**config.mk**
```make
export PLATFORM = sky130hd
export DESIGN_NAME = sar_adc_scan_ctrl_flat
export DESIGN_NICKNAME = d
export VERILOG_FILES = /design/src/rtl/sar_adc_scan_ctrl_pkg.sv /design/src/rtl/sar_adc_scan_ctrl_if.sv /design/src/rtl/sar_adc_scan_ctrl_bit_engine.sv /design/src/rtl/sar_adc_scan_ctrl.sv /design/src/flat_wrapper.sv
export SDC_FILE = /design/constraint.sdc
export NUM_CORES = 1
export LEC_CHECK = 0
export ABC_CLOCK_PERIOD_IN_PS = 1770
export BUFFER_PORTS_ARGS = -buffer_cell sky130_fd_sc_hd__buf_2
export CELL_PAD_IN_SITES_DETAIL_PLACEMENT = 0
export CELL_PAD_IN_SITES_GLOBAL_PLACEMENT = 2
export CORE_MARGIN = 5
export CORE_UTILIZATION = 28
export DETAILED_ROUTE_END_ITERATION = 12
export GPL_TIMING_DRIVEN = 0
export PLACE_DENSITY_LB_ADDON = 0.1
export RECOVER_POWER = 50
export SLEW_MARGIN = 0
export SYNTH_ARGS = -nofsm -noshare
export SYNTH_HDL_FRONTEND = slang
export SYNTH_SLANG_ARGS = --single-unit
```
**constraint.sdc**
```tcl
create_clock -name wb_clk_i -period 1.77 [get_ports wb_clk_i]
set_input_delay 0.354 -clock wb_clk_i [delete_from_list [all_inputs] [get_ports wb_clk_i]]
set_output_delay 0.354 -clock wb_clk_i [all_outputs]
set_load 0.05 [all_outputs]
```
**src/rtl/sar_adc_scan_ctrl_pkg.sv**
```systemverilog
// Shared types and helpers for the SAR ADC scan controller.
package sar_pkg;

  typedef enum logic [2:0] {
    S_IDLE,
    S_SAMPLE,
    S_CONVERT,
    S_WAIT,
    S_NEXT
  } state_e;

  // Widest channel mask the helpers below understand.
  localparam int MAX_CH = 8;

  // Channel index width; a single channel still needs one select bit.
  function automatic int chw(input int n);
    return (n > 1) ? $clog2(n) : 1;
  endfunction

  // Lowest set bit of mask at or above index 'from'; -1 when none is set.
  function automatic int lowest_set_from(input logic [MAX_CH-1:0] mask, input int from);
    int r;
    r = -1;
    for (int i = MAX_CH - 1; i >= 0; i--) begin
      if (mask[i] && (i >= from)) r = i;
    end
    return r;
  endfunction

endpackage

```
**src/rtl/sar_adc_scan_ctrl_if.sv**
```systemverilog
// Result port of the scan controller: code + channel with valid/ready back-pressure.
interface sar_adc_scan_ctrl_if #(
  parameter int NBITS = 10,
  parameter int CHW   = 2
);
  logic [NBITS-1:0] result_o;
  logic [CHW-1:0]   result_ch_o;
  logic             result_valid_o;
  logic             result_ready_i;

  modport master (output result_o, output result_ch_o, output result_valid_o,
                  input  result_ready_i);
  modport slave  (input  result_o, input  result_ch_o, input  result_valid_o,
                  output result_ready_i);
endinterface

```
**src/rtl/sar_adc_scan_ctrl_bit_engine.sv**
```systemverilog
// Single successive-approximation conversion: trial register plus settle/bit counters.
module sar_bit_engine #(
  parameter int NBITS         = 10,
  parameter int SETTLE_CYCLES = 1
) (
  input  logic             clk_i,
  input  logic             rst_i,
  input  logic             go_i,
  input  logic             comp_in,
  input  logic             kill_i,
  output logic [NBITS-1:0] code_o,
  output logic             done_o
);

  localparam int CW = (SETTLE_CYCLES > 0) ? $clog2(SETTLE_CYCLES + 1) : 1;
  localparam int BW = $clog2(NBITS);
  localparam logic [CW-1:0] CNT_LAST = CW'(SETTLE_CYCLES);
  localparam logic [BW-1:0] BIT_MSB  = BW'(NBITS - 1);

  logic [NBITS-1:0] code_q, code_d;
  logic [BW-1:0]    bit_q, bit_d;
  logic [CW-1:0]    cnt_q, cnt_d;
  logic             act_q, act_d;
  logic             decide;

  // Next-state: settle count per bit, then keep/clear the bit and trial the next one down.
  always_comb begin
    code_d = code_q;
    bit_d  = bit_q;
    cnt_d  = cnt_q;
    act_d  = act_q;
    decide = act_q && (cnt_q == CNT_LAST);
    done_o = decide && (bit_q == '0);
    if (kill_i) begin
      code_d = '0;
      bit_d  = '0;
      cnt_d  = '0;
      act_d  = 1'b0;
    end else if (go_i) begin
      code_d            = '0;
      code_d[NBITS-1]   = 1'b1;
      bit_d             = BIT_MSB;
      cnt_d             = '0;
      act_d             = 1'b1;
    end else if (act_q) begin
      if (decide) begin
        code_d[bit_q] = comp_in;
        if (bit_q != '0) begin
          code_d[bit_q - 1'b1] = 1'b1;
          bit_d                = bit_q - 1'b1;
          cnt_d                = '0;
        end else begin
          act_d = 1'b0;
        end
      end else begin
        cnt_d = cnt_q + 1'b1;
      end
    end
  end

  // State register; the final code is held after the LSB decision.
  always_ff @(posedge clk_i) begin
    if (rst_i) begin
      code_q <= '0;
      bit_q  <= '0;
      cnt_q  <= '0;
      act_q  <= 1'b0;
    end else begin
      code_q <= code_d;
      bit_q  <= bit_d;
      cnt_q  <= cnt_d;
      act_q  <= act_d;
    end
  end

  assign code_o = code_q;

endmodule

```
**src/rtl/sar_adc_scan_ctrl.sv**
```systemverilog
// Multi-channel SAR ADC scan controller: scan FSM, channel pointer and result register.
module sar_adc_scan_ctrl
  import sar_pkg::*;
#(
  parameter int NBITS         = 10,
  parameter int NCH           = 4,
  parameter int SAMPLE_CYCLES = 4,
  parameter int SETTLE_CYCLES = 1,
  parameter int CHW           = chw(NCH)
) (
  input  logic               wb_clk_i,
  input  logic               wb_rst_i,
  input  logic               start_i,
  input  logic               cont_i,
  input  logic               abort_i,
  input  logic [NCH-1:0]     ch_mask_i,
  input  logic               comp_in,
  output logic [NBITS-1:0]   dac_code_o,
  output logic               sample_o,
  output logic [CHW-1:0]     ch_sel_o,
  output logic [NBITS+1:0]   pad_oeb_o,
  output logic               busy_o,
  sar_adc_scan_ctrl_if.master res_if
);

  localparam int SW = (SAMPLE_CYCLES > 1) ? $clog2(SAMPLE_CYCLES) : 1;
  localparam logic [SW-1:0] SMP_LAST = SW'(SAMPLE_CYCLES - 1);

  state_e           state_q, state_d;
  logic [SW-1:0]    smp_q, smp_d;
  logic [NCH-1:0]   mask_q, mask_d;
  logic             cont_q, cont_d;
  logic [CHW-1:0]   ch_q, ch_d;
  logic [NBITS-1:0] res_q, res_d;
  logic [CHW-1:0]   res_ch_q, res_ch_d;
  logic             vld_q, vld_d;

  logic             eng_go, eng_kill, eng_done, load;
  logic [NBITS-1:0] eng_code, load_code;
  logic [MAX_CH-1:0] mask_ext;
  int               nxt;

  assign mask_ext = MAX_CH'(mask_q);

  sar_bit_engine #(
    .NBITS         (NBITS),
    .SETTLE_CYCLES (SETTLE_CYCLES)
  ) u_engine (
    .clk_i   (wb_clk_i),
    .rst_i   (wb_rst_i),
    .go_i    (eng_go),
    .comp_in (comp_in),
    .kill_i  (eng_kill),
    .code_o  (eng_code),
    .done_o  (eng_done)
  );

  // Scan sequencing, result loading and valid/ready bookkeeping; abort overrides all.
  always_comb begin
    state_d   = state_q;
    smp_d     = smp_q;
    mask_d    = mask_q;
    cont_d    = cont_q;
    ch_d      = ch_q;
    res_d     = res_q;
    res_ch_d  = res_ch_q;
    vld_d     = vld_q;
    eng_go    = 1'b0;
    eng_kill  = 1'b0;
    load      = 1'b0;
    load_code = eng_code;
    nxt       = -1;
    case (state_q)
      S_IDLE: begin
        if (start_i && (ch_mask_i != '0)) begin
          mask_d  = ch_mask_i;
          cont_d  = cont_i;
          ch_d    = CHW'(lowest_set_from(MAX_CH'(ch_mask_i), 0));
          smp_d   = '0;
          state_d = S_SAMPLE;
        end
      end
      S_SAMPLE: begin
        if (smp_q == SMP_LAST) begin
          eng_go  = 1'b1;
          state_d = S_CONVERT;
        end else begin
          smp_d = smp_q + 1'b1;
        end
      end
      S_CONVERT: begin
        if (eng_done) begin
          // The LSB decision lands on this edge, so fold comp_in in directly.
          load_code = {eng_code[NBITS-1:1], comp_in};
          if (!vld_q || res_if.result_ready_i) begin
            load    = 1'b1;
            state_d = S_NEXT;
          end else begin
            state_d = S_WAIT;
          end
        end
      end
      S_WAIT: begin
        if (!vld_q || res_if.result_ready_i) begin
          load    = 1'b1;
          state_d = S_NEXT;
        end
      end
      S_NEXT: begin
        smp_d = '0;
        nxt   = lowest_set_from(mask_ext, int'(ch_q) + 1);
        if (nxt >= 0) begin
          ch_d    = CHW'(nxt);
          state_d = S_SAMPLE;
        end else if (cont_q) begin
          ch_d    = CHW'(lowest_set_from(mask_ext, 0));
          state_d = S_SAMPLE;
        end else begin
          state_d = S_IDLE;
        end
      end
      default: state_d = S_IDLE;
    endcase
    if (abort_i) begin
      state_d  = S_IDLE;
      eng_go   = 1'b0;
      eng_kill = 1'b1;
      load     = 1'b0;
    end
    if (vld_q && res_if.result_ready_i) vld_d = 1'b0;
    if (load) begin
      vld_d    = 1'b1;
      res_d    = load_code;
      res_ch_d = ch_q;
    end
  end

  // Controller state registers.
  always_ff @(posedge wb_clk_i) begin
    if (wb_rst_i) begin
      state_q  <= S_IDLE;
      smp_q    <= '0;
      mask_q   <= '0;
      cont_q   <= 1'b0;
      ch_q     <= '0;
      res_q    <= '0;
      res_ch_q <= '0;
      vld_q    <= 1'b0;
    end else begin
      state_q  <= state_d;
      smp_q    <= smp_d;
      mask_q   <= mask_d;
      cont_q   <= cont_d;
      ch_q     <= ch_d;
      res_q    <= res_d;
      res_ch_q <= res_ch_d;
      vld_q    <= vld_d;
    end
  end

  assign dac_code_o = ((state_q == S_CONVERT) || (state_q == S_WAIT)) ? eng_code : '0;
  assign sample_o   = (state_q == S_SAMPLE);
  assign ch_sel_o   = ch_q;
  assign busy_o     = (state_q != S_IDLE);
  // Pads float (all disabled) while in reset; afterwards only comp_in stays an input.
  assign pad_oeb_o  = wb_rst_i ? '1 : {1'b1, {(NBITS + 1){1'b0}}};

  assign res_if.result_o       = res_q;
  assign res_if.result_ch_o    = res_ch_q;
  assign res_if.result_valid_o = vld_q;

endmodule

```
**src/flat_wrapper.sv**
```systemverilog
// flat-port wrapper written by rule: the top's interface ports become plain ports
module sar_adc_scan_ctrl_flat import sar_pkg::*;
#(
  parameter int NBITS         = 10,
  parameter int NCH           = 4,
  parameter int SAMPLE_CYCLES = 4,
  parameter int SETTLE_CYCLES = 1,
  parameter int CHW           = chw(NCH)
)
  (wb_clk_i, wb_rst_i, start_i, cont_i, abort_i, ch_mask_i, comp_in, dac_code_o, sample_o, ch_sel_o, pad_oeb_o, busy_o, res_if_result_o, res_if_result_ch_o, res_if_result_valid_o, res_if_result_ready_i);
  sar_adc_scan_ctrl_if #(.NBITS(NBITS), .CHW(CHW)) res_if_i ();
  input  logic wb_clk_i;
  input  logic wb_rst_i;
  input  logic start_i;
  input  logic cont_i;
  input  logic abort_i;
  input  logic [NCH-1:0] ch_mask_i;
  input  logic comp_in;
  output logic [NBITS-1:0] dac_code_o;
  output logic sample_o;
  output logic [CHW-1:0] ch_sel_o;
  output logic [NBITS+1:0] pad_oeb_o;
  output logic busy_o;
  output wire logic [$bits(res_if_i.result_o)-1:0] res_if_result_o;
  output wire logic [$bits(res_if_i.result_ch_o)-1:0] res_if_result_ch_o;
  output wire logic [$bits(res_if_i.result_valid_o)-1:0] res_if_result_valid_o;
  input wire logic [$bits(res_if_i.result_ready_i)-1:0] res_if_result_ready_i;
  assign res_if_result_o = res_if_i.result_o;
  assign res_if_result_ch_o = res_if_i.result_ch_o;
  assign res_if_result_valid_o = res_if_i.result_valid_o;
  assign res_if_i.result_ready_i = res_if_result_ready_i;
  sar_adc_scan_ctrl #(.NBITS(NBITS), .NCH(NCH), .SAMPLE_CYCLES(SAMPLE_CYCLES), .SETTLE_CYCLES(SETTLE_CYCLES), .CHW(CHW)) u_core (.wb_clk_i(wb_clk_i), .wb_rst_i(wb_rst_i), .start_i(start_i), .cont_i(cont_i), .abort_i(abort_i), .ch_mask_i(ch_mask_i), .comp_in(comp_in), .dac_code_o(dac_code_o), .sample_o(sample_o), .ch_sel_o(ch_sel_o), .pad_oeb_o(pad_oeb_o), .busy_o(busy_o), .res_if(res_if_i));
endmodule
```
==> results of run 1 <==
## metal layers
layer  vias up  wire (um)  GRT usage (%)
met5         -          0              0
met2        45       3140           21.4
li1       1159          -              -
met4         0         51           3.37
met3         5        327           2.62
met1      1056       3410           19.3
## state kept, by name (all words and copies together), names as in the netlist
name,cells
u_core.mask_q,4
u_core.cont_q,1
u_core.res_if.result_valid_o,1
u_core.u_engine.code_o,10
u_core.ch_sel_o,2
u_core.state_q,3
u_core.smp_q,2
u_core.u_engine.act_q,1
u_core.u_engine.cnt_q,1
u_core.u_engine.bit_q,4
u_core.res_if.result_o,10
u_core.res_if.result_ch_o,2
## cell usage in the layout, fill, tap and decap left out, types with 3 or more instances in the layout
cell and count:
nand2b_1 5, nor2b_1 5, and2_4 11, ha_1 4, clkbuf_8 6, o21ai_0 6, nor3_1 4, nand2_2 5
buf_8 13, a21oi_2 11, dfxtp_1 38, a31oi_1 3, buf_6 7, o22ai_1 6, nand3_1 12, nand2_1 34
nor2_1 27, a21oi_1 21, inv_1 7, clkbuf_1 30, mux2i_1 15, buf_4 33, buf_2 15
## area by class of cell
cell class	instances	area, um2
Timing Repair Buffer	69	490
Tap cell	105	131
Fill cell	903	4920
Sequential cell	41	830
Multi-Input combinational cell	213	1420
Buffer	28	215
Inverter	10	46.3
Clock inverter	1	30.0
Clock buffer	7	86.3
## worst paths after layout
kind / cells after the start / slack, ps / end / start
max: 6 / 10 / u_core.u_engine.bit_q[0]$_SDFFE_PP0P_ / u_core.u_engine.bit_q[0]$_SDFFE_PP0P_
min: 3 / 300 / u_core.cont_q$_SDFFE_PP0P_ / cont_i
max reg2reg: 6 / 10 / u_core.u_engine.bit_q[0]$_SDFFE_PP0P_ / u_core.u_engine.bit_q[0]$_SDFFE_PP0P_
min reg2reg: 2 / 460 / u_core.res_if.result_o[4]$_SDFFE_PP0P_ / u_core.res_if.result_o[4]$_SDFFE_PP0P_
## cell families after synthesis
kind of cell | synth area share, %
adder cells (fa/ha/maj) | 3.22
flip-flops | 35.2
other | 0.161
multiplexers | 6.92
AO/OA/AOI/OAI | 20.4
buffers and inverters | 9.71
XOR/XNOR | 0.751
AND/OR/NAND/NOR | 23.7
## power by group
part           leakage [nW]  total, mW  switching (mW)  internal (mW)
clock network        0.0585      0.817           0.356          0.461
logic                 0.871      0.260           0.168         0.0913
registers             0.334      0.945          0.0132          0.932
## worst max-delay path, delay by kind of cell, from the launching register on
kind                     cells  cell delay (ps)
XOR/XNOR                     1              200
AND/OR/NAND/NOR              2              770
AO/OA/AOI/OAI                1               90
adder cells (fa/ha/maj)      1              150
flip-flops                   1              370
buffers and inverters        1               40
## what timing repair did
item / CTS / global route
hold buffers: 0 / 0
endpoints found under the setup margin: 37 / 36
gates resized for setup: 69 / 24
setup buffers: 15 / 4
pin swaps: 8 / 10
gates cloned: 3 / 0
## through the flow
stage / setup WS (ps) / cells / setup TNS [ps]
global route: -83.6 / 474 / -1270
detailed placement: -336 / 447 / -9000
floorplan: -17.8 / 295 / -17.8
CTS: -41.0 / 471 / -466
finish: 14.5 / 474 / 0
global placement: -339 / 447 / -8970
==> impl_metrics.yaml, run 1 <==
status:
  run_status: "finished clean"
cells_and_area:
  synthToLayoutAreaGrowth_pct: 39.4
  finish.utilization_pct: 39.8
  layout-drive-gt1-share_pct: 33.1
  final_area_um2: 3250
  antenna_cells: 0
  layout.nets: 385
synth:
  yosysMostFrequentCell: "dfxtp_1"
  syn_area_per_cell_um2: 7.91
  ys.warnings.count: 0
  synthFlopType: "dfxtp_1"
  syn_inst: 295
  synth_nets: 312
  synth.cells.most_frequent: "dfxtp_1, nand2_1, a21oi_1"
  synth_area_leaders: "dfxtp_1, a21oi_1, mux2i_1"
  yosysSeqAreaShare_pct: 35.2
  synth_largest_area_cell: "dfxtp_1"
  yosysTopAreaCellShare_pct: 35.2
  synth_area_um2: 2330
  synth_edf_count: 0
  ys_ff_latch: 41
  synthArstFlopShare_pct: 0
  synth_cell_type_count: 48
flow_run:
  drv_cap: 0
floorplan:
  coreArea_um2: 8180
  start_util_pct: 28.5
  io_pins: 50
  die_width_um: 101
  std_cell_rows: 33
  die_h_um: 101
  dieArea_um2: 10300
timing:
  skew_ps: 4.47
  hold_ws_ps: 303
  finalCriticalPeriod_ps: 1760
  min_period_over_period_pct: 99.2
  maxSlewViolCount: 0
  hold_violations: 0
  worst_pin_slew_ps: 810
  rsz0062_at_grt: "true"
  finalSetupViolCount: 0
  relSlewSlack_pct: 45.8
  max_freq_mhz: 570
setup_path:
  cp_max_fo: 10
  endpoint_kind: "flop"
  critical_path.max_stage_delay_ps: 620
  critPathLaunchType: "flop"
  path_cells: "inv_4 > ha_4 > nor3b_4 > nor2_1 > xnor2_1 > a21oi_1"
  required_ps: 1950
  crit_type: "flop to flop"
  arrival_ps: 1930
  crit_slowest_cell: "nor2_1"
power:
  p_leak_nw: 1.26
  fin_total_pwr_mw: 2.02
  power_density_nw_per_um2: 622
  max-vdd-ir-drop_v: 0.000434
clock_tree:
  cts.sinks: 41
  htree_levels: 2
  worstSkewPairLatency_ps: 300
  clockBufferDepth: 2
  path_clk_slew_ps: 90
  cts_made_buffers: 5
  root_buffer: "clkbuf_8"
  cts_tree: "built"
placed_design:
  port_buffers: 47
  gp_congestion: 0.792
  place_hpwl_um: 4830
  placed_cell_area_um2: 2730
grt:
  grt_pass1_wl_um: 11200
  grt_max_degree: 13
  grt_pass1_vias: 2124
  antenna_found_initial: 0
  overflow: 0
  grtUsageTotal_pct: 13.7
routing:
  dr.pass1.iters: 4
  vias_per_cell: 4.78
  vias: 2265
  drc: 0
  drt_iter0_drc: 125
  ant_nets: 0
  wl_um: 6930
  wl_per_cell_um: 14.6
worst_hold_path:
  hold_path.class: "primary input to flop"
(Power assumes the default switching activity.)
==> inputs of run 2 (changes only) <==
--- a/config.mk
+++ b/config.mk
@@ -10,7 +10,7 @@
 export CELL_PAD_IN_SITES_DETAIL_PLACEMENT = 0
 export CELL_PAD_IN_SITES_GLOBAL_PLACEMENT = 2
 export CORE_MARGIN = 5
-export CORE_UTILIZATION = 28
+export CORE_UTILIZATION = 29
 export DETAILED_ROUTE_END_ITERATION = 12
 export GPL_TIMING_DRIVEN = 0
 export PLACE_DENSITY_LB_ADDON = 0.1
@@ -18,4 +18,5 @@
 export SLEW_MARGIN = 0
 export SYNTH_ARGS = -nofsm -noshare
 export SYNTH_HDL_FRONTEND = slang
+export SYNTH_HIERARCHICAL = 1
 export SYNTH_SLANG_ARGS = --single-unit
==> run 2 against run 1 <==
The flow now finishes with violations (setup timing). Power up 3.6%. Final cell count down 2.1%. Synthesized cell count down 4.4%.
==> impl_metrics.yaml, run 2 <==
setup_path:
  r2r_cells: 8
  cp_max_fo: 4
  critPathLaunchType: "flop"
  crit_type: "flop to flop"
  arrival_ps: 1980
  endpoint_kind: "flop"
  required_ps: 1930
timing:
  worst_slack_ps: -45.2
  maxSlewViolCount: 0
  finalCriticalPeriod_ps: 1820
  min_period_over_period_pct: 103
  fin_tns_setup_ps: -242
  skew_ps: 7.15
  max_freq_mhz: 551
  hold_violations: 0
  hold_ws_ps: 300
  rsz0062_at_grt: "true"
  relSlewSlack_pct: 57.6
  worst_pin_slew_ps: 629
  finalSetupViolCount: 10
synth:
  synth.cells.most_frequent: "dfxtp_1, nor2_1, mux2i_1"
  yosysSeqAreaShare_pct: 33.3
  yosysTopAreaCellShare_pct: 33.3
  synthArstFlopShare_pct: 0
  synth_nets: 300
  synth_largest_area_cell: "dfxtp_1"
  synth_edf_count: 0
  yosysMostFrequentCell: "dfxtp_1"
  ys_ff_latch: 41
  synth_area_leaders: "dfxtp_1, mux2i_1, nor2_1"
  syn_area_per_cell_um2: 8.74
  synth_cell_type_count: 62
  ys.warnings.count: 6
  synth_area_um2: 2460
  syn_inst: 282
  synthFlopType: "dfxtp_1"
grt:
  grt_max_degree: 20
  antenna_found_initial: 0
  grtUsageTotal_pct: 14.4
  grt_pass1_wl_um: 11600
  grt_pass1_vias: 2194
  overflow: 0
cells_and_area:
  layout-drive-gt1-share_pct: 37.9
  most-common-layout-cells: "buf_4, dfxtp_1, nor2_1"
  antenna_cells: 0
  mostFrequentLayoutCell: "buf_4"
  final_area_um2: 3300
  nFillCells: 899
  layout.nets: 376
  stdcell_count: 464
  synthToLayoutAreaGrowth_pct: 33.9
status:
  run_status: "finished with violations"
  violations: "setup timing"
floorplan:
  start_util_pct: 29.8
  std_cell_rows: 33
  dieArea_um2: 10400
  coreArea_um2: 8260
  die_h_um: 102
  die_width_um: 102
  io_pins: 50
worst_hold_path:
  holdPathStages: 3
  hold_path.class: "primary input to flop"
clock_tree:
  htree_levels: 2
  worstSkewPairLatency_ps: 290
  cts_made_buffers: 5
  root_buffer: "clkbuf_8"
  cts.sinks: 41
  clockBufferDepth: 2
  holdBufCountCts: 0
  cts_tree: "built"
  path_clk_slew_ps: 80
routing:
  vias: 2236
  wl_um: 7240
  dr.pass1.iters: 4
  ant_nets: 0
  drt_iter0_drc: 65
  drc: 0
  wl_per_cell_um: 15.6
  vias_per_cell: 4.82
placed_design:
  place_hpwl_um: 5310
  placed_cell_area_um2: 2880
  gp_congestion: 0.779
  port_buffers: 48
  dp_cells: 435
flow_run:
  drv_cap: 0
power:
  power_density_nw_per_um2: 635
  p_leak_nw: 1.36
  max-vdd-ir-drop_v: 0.000309
-- run 2: cells by family (layout without fill, tap and decap cells) --
logic type / Yosys count / in the layout / synth area share, %
adder cells (fa/ha/maj): 7 / 7 / 3.55
XOR/XNOR: 2 / 2 / 1.47
AO/OA/AOI/OAI: 58 / 58 / 17.0
multiplexers: 23 / 23 / 9.39
flip-flops: 41 / 41 / 33.3
AND/OR/NAND/NOR: 112 / 113 / 25.1
buffers and inverters: 38 / 114 / 10.1
other: 1 / 1 / 0.152
-- run 2: cell type report --
type	instances	area, um2	share of cell area, %
Buffer	26	230	6.97
Multi-Input combinational cell	204	1490	45.1
Timing Repair Buffer	69	425	12.9
Clock buffer	5	68.8	2.08
Inverter	11	46.3	1.40
Tap cell	105	131	3.98
Clock inverter	3	65.1	1.97
Sequential cell	41	846	25.6
-- run 2: worst max-delay path: stages, from the launching register on --
cell and delay [ps]:
dfxtp_4 360, and4bb_2 340, nand2_4 80, inv_4 70, nor2_4 40, nor4_4 350, buf_4 220, mux2i_1 190
nor2_1 50
-- run 2: final timing paths --
path / start / endpoint / slack (ps)
min reg2reg: u_core/smp_q[1]$_SDFFE_PP0P_ / u_core/smp_q[1]$_SDFFE_PP0P_ / 480
max: u_core/u_engine/bit_q[3]$_SDFFE_PP0P_ / u_core/res_if.result_o[7]$_SDFFE_PP0P_ / -50
max reg2reg: u_core/u_engine/bit_q[3]$_SDFFE_PP0P_ / u_core/res_if.result_o[7]$_SDFFE_PP0P_ / -50
min: cont_i / u_core/cont_q$_SDFFE_PP0P_ / 300
-- run 2: where the power goes --
part	internal [mW]	switching (mW)	total, mW
sequential	0.926	0.0142	0.940
combinational	0.0981	0.166	0.264
clock	0.560	0.331	0.891
total	1.58	0.511	2.10
-- run 2: what timing repair did --
action | in CTS | in global routing
buffers inserted | 12 | 8
resized for setup | 39 | 13
cloned | 2 | 0
endpoints found under the setup margin | 37 | 28
pin swaps | 6 | 9
-- run 2: metal layers --
layer | vias to the layer above | track usage, % | share of wire [%]
met2 | 37 | 25.6 | 52
met5 | - | 0 | 0
met3 | 2 | 2.66 | 4.4
met1 | 1063 | 18.2 | 43
met4 | 0 | 3.33 | 0.51
li1 | 1134 | - | -
-- run 2: stage by stage --
step           worst slack (ps)  util, %  power, mW
2_1_floorplan             -58.0        -       1.14
3_3_place_gp               -448     34.9       1.21
3_5_place_dp               -429     34.9       1.21
4_1_cts                   -62.3     39.1       2.13
5_1_grt                    -177     40.0       2.19
6_report                  -45.2     40.0       2.10
